File: src/rtl/uart_pkg.sv
`default_nettype none
// ============================================================================
// Module : uart_pkg
// Brief  : Shared constants for the UART transmit arbiter slice
//          (state encodings, byte width, grant index width).
// Rev    : 1.0  initial release
// ============================================================================
package uart_pkg;

    localparam int BYTE_W  = 8;
    localparam int GRANT_W = 3;

    localparam logic [0:0] ST_IDLE = 1'b0;
    localparam logic [0:0] ST_OWN  = 1'b1;

endpackage
`default_nettype wire

File: src/rtl/uart_tx_arbiter_rr_pick.sv
`default_nettype none
// ============================================================================
// Module : rr_pick
// Brief  : Combinational round-robin priority select. Returns the first
//          asserted request scanning i_rr_ptr, i_rr_ptr+1, ... mod N_REQ.
// Rev    : 1.0  initial release
// ============================================================================
module rr_pick
    import uart_pkg::*;
#(
    parameter int N_REQ = 4
) (
    input  logic [N_REQ-1:0]   i_req,
    input  logic [GRANT_W-1:0] i_rr_ptr,
    output logic [GRANT_W-1:0] o_pick_id,
    output logic               o_any
);

    // Scan from the pointer, wrapping once; the first hit wins.
    always_comb begin : p_pick
        int idx;
        idx       = 0;
        o_pick_id = '0;
        o_any     = 1'b0;
        for (int off = 0; off < N_REQ; off++) begin
            idx = int'(i_rr_ptr) + off;
            if (idx >= N_REQ) begin
                idx = idx - N_REQ;
            end
            for (int j = 0; j < N_REQ; j++) begin
                if (!o_any && (j == idx) && i_req[j]) begin
                    o_any     = 1'b1;
                    o_pick_id = GRANT_W'(j);
                end
            end
        end
    end

endmodule
`default_nettype wire

File: src/rtl/uart_tx_arbiter.sv
`default_nettype none
// ============================================================================
// Module : uart_tx_arbiter
// Brief  : Packet-granular round-robin arbiter sharing one UART TX byte port
//          between N_REQ requesters, with a stall watchdog that force-releases
//          an owner that stops sending mid-packet.
// Rev    : 1.0  initial release
// ============================================================================
module uart_tx_arbiter
    import uart_pkg::*;
#(
    parameter int N_REQ   = 4,
    parameter int TIMEOUT = 1024
) (
    input  logic                      clk,
    input  logic                      reset,
    input  logic [N_REQ-1:0]          req_valid,
    input  logic [BYTE_W*N_REQ-1:0]   req_data,
    input  logic [N_REQ-1:0]          req_last,
    output logic [N_REQ-1:0]          req_ready,
    output logic                      uart_write,
    output logic [BYTE_W-1:0]         uart_writedata,
    input  logic                      uart_wrfull,
    output logic                      busy,
    output logic [GRANT_W-1:0]        grant_id,
    output logic                      timeout_pulse
);

    localparam int               CNT_W      = $clog2(TIMEOUT) + 1;
    localparam logic [CNT_W-1:0] C_CNT_LAST = CNT_W'(TIMEOUT - 1);

    logic [0:0]         r_state;
    logic [0:0]         w_state_nxt;
    logic [GRANT_W-1:0] r_rr_ptr;
    logic [GRANT_W-1:0] r_grant_id;
    logic [CNT_W-1:0]   r_idle_cnt;

    logic [GRANT_W-1:0] w_pick_id;
    logic               w_any;
    logic               w_g_valid;
    logic               w_g_last;
    logic [BYTE_W-1:0]  w_g_data;
    logic [GRANT_W-1:0] w_next_ptr;
    logic               w_own;
    logic               w_accept;
    logic               w_stall;
    logic               w_expire;

    rr_pick #(
        .N_REQ     (N_REQ)
    ) u_rr_pick (
        .i_req     (req_valid),
        .i_rr_ptr  (r_rr_ptr),
        .o_pick_id (w_pick_id),
        .o_any     (w_any)
    );

    // Select the current owner's valid/last/data lanes.
    always_comb begin
        w_g_valid = 1'b0;
        w_g_last  = 1'b0;
        w_g_data  = '0;
        for (int i = 0; i < N_REQ; i++) begin
            if (r_grant_id == GRANT_W'(i)) begin
                w_g_valid = req_valid[i];
                w_g_last  = req_last[i];
                w_g_data  = req_data[i*BYTE_W +: BYTE_W];
            end
        end
    end

    assign w_next_ptr = (r_grant_id == GRANT_W'(N_REQ - 1)) ? '0 : r_grant_id + 3'd1;
    assign w_own      = (r_state == ST_OWN);
    assign w_accept   = w_own & w_g_valid & ~uart_wrfull;
    // Backpressure is not a stall: the counter only advances when the port could take a byte.
    assign w_stall    = w_own & ~w_g_valid & ~uart_wrfull;
    assign w_expire   = w_stall & (r_idle_cnt == C_CNT_LAST);

    // State register.
    always_ff @(posedge clk or posedge reset) begin
        if (reset) begin
            r_state <= ST_IDLE;
        end else begin
            r_state <= w_state_nxt;
        end
    end

    // Next state: grant on any request, release on last-byte accept or watchdog expiry.
    always_comb begin
        w_state_nxt = r_state;
        case (r_state)
            ST_IDLE: if (w_any) w_state_nxt = ST_OWN;
            ST_OWN:  if ((w_accept & w_g_last) | w_expire) w_state_nxt = ST_IDLE;
            default: w_state_nxt = ST_IDLE;
        endcase
    end

    // Outputs: route the owner's byte straight to the UART port, zero otherwise.
    always_comb begin
        req_ready      = '0;
        uart_write     = w_accept;
        uart_writedata = w_accept ? w_g_data : '0;
        busy           = w_own;
        timeout_pulse  = w_expire;
        for (int i = 0; i < N_REQ; i++) begin
            if (w_own && (r_grant_id == GRANT_W'(i))) begin
                req_ready[i] = ~uart_wrfull;
            end
        end
    end

    // Grant index, round-robin pointer and watchdog counter.
    always_ff @(posedge clk or posedge reset) begin
        if (reset) begin
            r_rr_ptr   <= '0;
            r_grant_id <= '0;
            r_idle_cnt <= '0;
        end else if (r_state == ST_IDLE) begin
            if (w_any) begin
                r_grant_id <= w_pick_id;
                r_idle_cnt <= '0;
            end
        end else begin
            if (w_accept) begin
                r_idle_cnt <= '0;
                if (w_g_last) begin
                    r_rr_ptr <= w_next_ptr;
                end
            end else if (w_stall) begin
                if (w_expire) begin
                    r_rr_ptr   <= w_next_ptr;
                    r_idle_cnt <= '0;
                end else begin
                    r_idle_cnt <= r_idle_cnt + 1'b1;
                end
            end
        end
    end

    assign grant_id = r_grant_id;

endmodule
`default_nettype wire

File: config.mk
export PLATFORM = sky130hd
export DESIGN_NAME = uart_tx_arbiter
export DESIGN_NICKNAME = d
export VERILOG_FILES = /design/src/rtl/uart_pkg.sv /design/src/rtl/uart_tx_arbiter_rr_pick.sv /design/src/rtl/uart_tx_arbiter.sv
export SDC_FILE = /design/constraint.sdc
export NUM_CORES = 1
export LEC_CHECK = 0
export CORE_ASPECT_RATIO = 1.2
export CORE_UTILIZATION = 44
export DETAILED_ROUTE_END_ITERATION = 10
export GPL_ROUTABILITY_DRIVEN = 0
export PLACE_DENSITY = 0.87
export REMOVE_ABC_BUFFERS = 1
export SLEW_MARGIN = 30
export SYNTH_ARGS = -nofsm -noshare
export SYNTH_HDL_FRONTEND = slang
export SYNTH_HIERARCHICAL = 1
export SYNTH_SLANG_ARGS = --single-unit
File: constraint.sdc
create_clock -name clk -period 2.9 [get_ports clk]
set_input_delay 0.435 -clock clk [delete_from_list [all_inputs] [get_ports clk]]
set_output_delay 0.435 -clock clk [all_outputs]
set_load 0.005 [all_outputs]
---- After elaboration in Yosys (flattened, before gate mapping) ----
Cells that the tools add are included.
storage, ports and cells
  bits in registers ....................... 18
  input bits .............................. 43
  output and inout bits ................... 18
cells by class
  $add $sub $neg .......................... 9
  $lt $le $gt $ge ......................... 4
  eq/ne operators ......................... 18
  mux-type cells .......................... 65
  bitwise gates (word level) .............. 10
  reductions and logical operators ........ 61
operators by type and width
  kind                   number
  $eq 3x32->1 const A    8
  $eq 2x32->1 const A    4
  $logic_not 32->1       4
  $mux 32                4
  $ge 32x4->1 const B    3
  $sub 32x4->32 const B  3
  $mux 11                5
  $mux 8                 5
  $logic_and 1x1->1      35
  $mux 1                 31
  $mux 2                 14
  $logic_not 1->1        15
  $mux 3                 5
  $add 11x1->11 const B  1
  $eq 11x10->1 const B   1
  $add 3x2->4 const B    2
  $and 1x1->1            6
  $eq 3x2->1 const B     2
  $reduce_bool 2->1      3
  $add 3x1->4 const B    1
  $reduce_and 2->1       2
  $reduce_and 4->1       1
  $sub 3x3->4 const B    1
  $add 3x1->3 const B    1
  8 further kinds        10

---- Logic depth before layout (Yosys ltp) ----
  depth in word-level cells ............... 67
  gate-level depth with buffers ........... 9

---- By module ----
Netlist, hierarchy kept.
modules (own cells, without submodules)
  module           instances  cells an instance  area an instance (um2)  seq. area each (um2)
  uart_tx_arbiter  1          163                1,383.8                 450.4
  rr_pick          1          30                 205.2                   0.0

---- Least setup slack after synthesis ----
Ideal clock, no wire load.
  path type ............................... reg2out
  start point ............................. register r_grant_id[1], in the netlist grant_id[1]
  end point ............................... output timeout_pulse
  data arrival time ....................... 1.717 ns
  data required time ...................... 2.465 ns
  setup slack ............................. 0.748 ns
  stages on the path, launching flop included .. 8
  path through ............................ dfrtp_1 -> inv_1 -> ha_1 -> buf_4 -> a21oi_2 -> a2111oi_4 -> or2_2 -> nor4_1
on the way
  longest elaborated chain between the ends .. 9
  elaborated cells on any way between the ends .. 12
  those cells by class .................... 3 x eq/ne; 4 x mux; 4 x bitwise; 1 x reduce/logical
RTL lines
  element                       RTL line                source
  start, declared               uart_tx_arbiter.sv:35   logic [GRANT_W-1:0] r_grant_id;
  start signal, assigned        uart_tx_arbiter.sv:120  r_grant_id <= w_pick_id;
  $logic_not 3->1               uart_tx_arbiter.sv:64   if (r_grant_id == GRANT_W'(i)) begin
  $mux 1 (3 in a row)           uart_tx_arbiter.sv:64
  $mux 1 (*)                    uart_tx_arbiter.sv:64
  $not 1->1 (*)                 uart_tx_arbiter.sv:76   assign w_stall = w_own & ~w_g_valid & ~uart_wrfull;
  $and 1x1->1 (*) (2 in a row)  uart_tx_arbiter.sv:76
  $and 1x1->1 (*)               uart_tx_arbiter.sv:77   assign w_expire = w_stall & (r_idle_cnt == C_CNT_LAST);
  end, declared                 uart_tx_arbiter.sv:26   output logic timeout_pulse
Every way passes the cells marked *; elsewhere a longest branch is shown, timed or not.

---- Final worst setup path ----
Same ends and word-level chain as after synthesis.

==> flow_summary.toml <==
[run_status]
status = "finished, violations left"
violations = "design-rule violations"

[setup_path]
cp_top_family = "buffers and inverters"
crit_top_cell = "buf_4"
worstSetupPathType = "reg -> out"
critPathCaptureType = "output port"
crit_required_ns = 2.47
crit_arrival_ns = 2.43
startpoint_type = "register"
max_stage_delay_ns = 0.41
critPathMaxFanout = 4
critPathBufInv = 4
critPathSlowestCell = "dfrtp_1"
cp_cell_sequence = "buf_4, ha_4, a21oi_2, a2111oi_4, buf_4, buf_4, or2_2, nor4_2, dlygate4sd2_1"

[pwr]
power_leakage_uw = 0.00104
ir_worst_vdd_mv = 0.506
power_density_mw_per_mm2 = 753

[sta]
period_share_pct = 98.7
worst_slew_pin_slew_ns = 0.687
hold_violations = 0
hold_ws_ns = 0.501
fmax_mhz = 349
finClkSkew_ns = 0.00321
max-slew-margin-rel_pct = 54.0
slew_viol_final = 0
fin_ws_ns = 0.0387
finalSetupViolations = 0
rsz0062_at_grt = "true"
fin_crit_ns = 2.86

[clock_network]
cts_buffers = 3
cts_tree = "yes"
clk-insertion-delay-late_ns = 0.25
htreeDepth = 1
clock_sinks = 18
cts_buffer_depth = 2
clk_pin_slew_ns = 0.07
cts-root-buf = "clkbuf_8"

[floorplanning]
dieArea_mm2 = 0.00386
ios = 61
fp.dieH_um = 67.8
die_x_um = 56.9
rows = 23
core_mm2 = 0.00340
start_util_pct = 46.8

[placed_design]
preCtsSetupSlack_ns = 0.0496
placed_area_mm2 = 0.00231
place_hpwl_um = 3560
io_buffers = 60

[drt]
drc_errors = 20
wl_um = 4920
vias_per_cell = 5.78
drt-pass1-iter-count = 8
wl_per_cell_um = 16.1
ant_nets = 0
drt_iter0_drc = 101
num_vias = 1769

[yosys]
synth-edff-count = 0
synth.top_cell.area_share_pct = 28.3
syn_area_mm2 = 0.00159
synth_ff_type = "dfrtp_1"
avgSynthCellArea_um2 = 8.23
synth_common_cells = "19 x nand2_1, 19 x o21ai_0, 18 x dfrtp_1"
synth-seq-cells = 18
yosys-top-cells-area = "dfrtp_1 28%, o21ai_0 6.0%, mux2i_1 5.0%"
syn_inst = 193
ys_warn_count = 6
synth.distinct_cells = 51
synth_sequential_area_ratio_pct = 28.3
yosys.area.top_type = "dfrtp_1"
synthArstFlopShare_pct = 100

[grt]
grt_pass1_wl_um = 7600
grt_antenna_before_repair = 0
grt_usage_pct = 25.3
first_global_vias = 1579
gr-total-overflow = 0
grt_max_degree = 19

[finish]
seqCellArea_um2 = 452
finalInstanceArea_mm2 = 0.00247
layout.nets = 318
fillers = 258
drive_above_1_share_pct = 20.4
multi_input_area_mm2 = 0.00114
syn_to_final_growth_pct = 55.7
diodes = 0

[flow_run]
drv_cap = 0

[worst_hold_path]
hp-class = "reg -> reg"
## sequential cells by signal (all words and copies together), names as in the netlist
register / flops
busy: 1
grant_id: 3
r_idle_cnt: 11
r_rr_ptr: 3
## layout make-up
| cell class | instances | area share, % |
|---|---|---|
| Sequential cell | 18 | 18.3 |
| Clock buffer | 4 | 2.22 |
| Inverter | 10 | 1.62 |
| Multi-Input combinational cell | 158 | 46.0 |
| Timing Repair Buffer | 79 | 30.1 |
| Tap cell | 37 | 1.87 |
## per-layer routing
metal  global-route usage [%]  wire length (um)  vias up
met5                        0                 0        -
met4                     4.57                13        0
met3                     2.65               421        4
met2                     44.6              2390       70
met1                     34.4              2090      840
li1                         -                 -      855
## metrics by stage
step                cells  setup TNS, ns  util, %  power, uW
finish                306              0     72.9       1860
global route          306        -0.0287     72.9       2000
CTS                   305              0     71.3       1800
detailed placement    296              0     67.9       1520
global placement      296              0     67.8       1470
floorplan             185              0        -       1070
## cells in the final DEF, fill, tap and decap left out, drive strengths merged, types with 2 or more instances in the layout
master and count:
clkdlybuf4s50 58, o21ai 21, nand2 19, buf 19
dfrtp 18, nor2 15, a21oi 14, inv 10
mux2i 8, and3b 8, a31oi 7, nor2b 7
mux2 5, nor3 5, ha 5, a22o 4
and3 4, clkbuf 4, nand2b 4, nand3 3
a32oi 3, a22oi 2, nand3b 2, nor4 2
## cells by family after synthesis
logic type | share of synthesized area, %
flops | 28.3
fa+ha+maj | 3.94
buf+inv | 4.88
simple gates | 27.2
other cells | 0.236
xor+xnor | 1.10
mux | 8.58
compound gates | 25.7
## power by group
part,switching (uW),internal [uW],total [uW],leakage (uW)
combinational,586,635,1220,0.000776
sequential,118,323,441,0.000233
clock,82.5,121,203,0.0000288
## worst register-to-register path, stage by stage, from the launching register on
cell	delay [ns]
dfrtp_1	0.41
buf_4	0.16
ha_4	0.17
a21oi_2	0.15
a2111oi_4	0.09
buf_4	0.17
buf_4	0.13
buf_4	0.13
nor3_2	0.58
o21ai_0	0.24
a31oi_1	0.26
## final timing paths
kind	startpoint	end	slack, ns	cells after the start
setup / recovery	grant_id[1]	timeout_pulse	0.04	9
hold / removal	r_idle_cnt[10]	r_idle_cnt[10]	0.50	1
setup reg to reg	grant_id[1]	r_idle_cnt[5]	0.32	10
hold reg to reg	r_idle_cnt[10]	r_idle_cnt[10]	0.50	1
max in group asynchronous	reset	grant_id[0]	1.85	2
min in group asynchronous	reset	grant_id[1]	0.58	2
## what timing repair did
item | in CTS | in global routing
gates resized for setup | 7 | 11
hold buffers | 0 | 0
endpoints found under the setup margin | 10 | 10
cloned | 1 | 0
buffers inserted | 4 | 1
pin swaps | 2 | 0
Power figures use the tool's default switching activity.
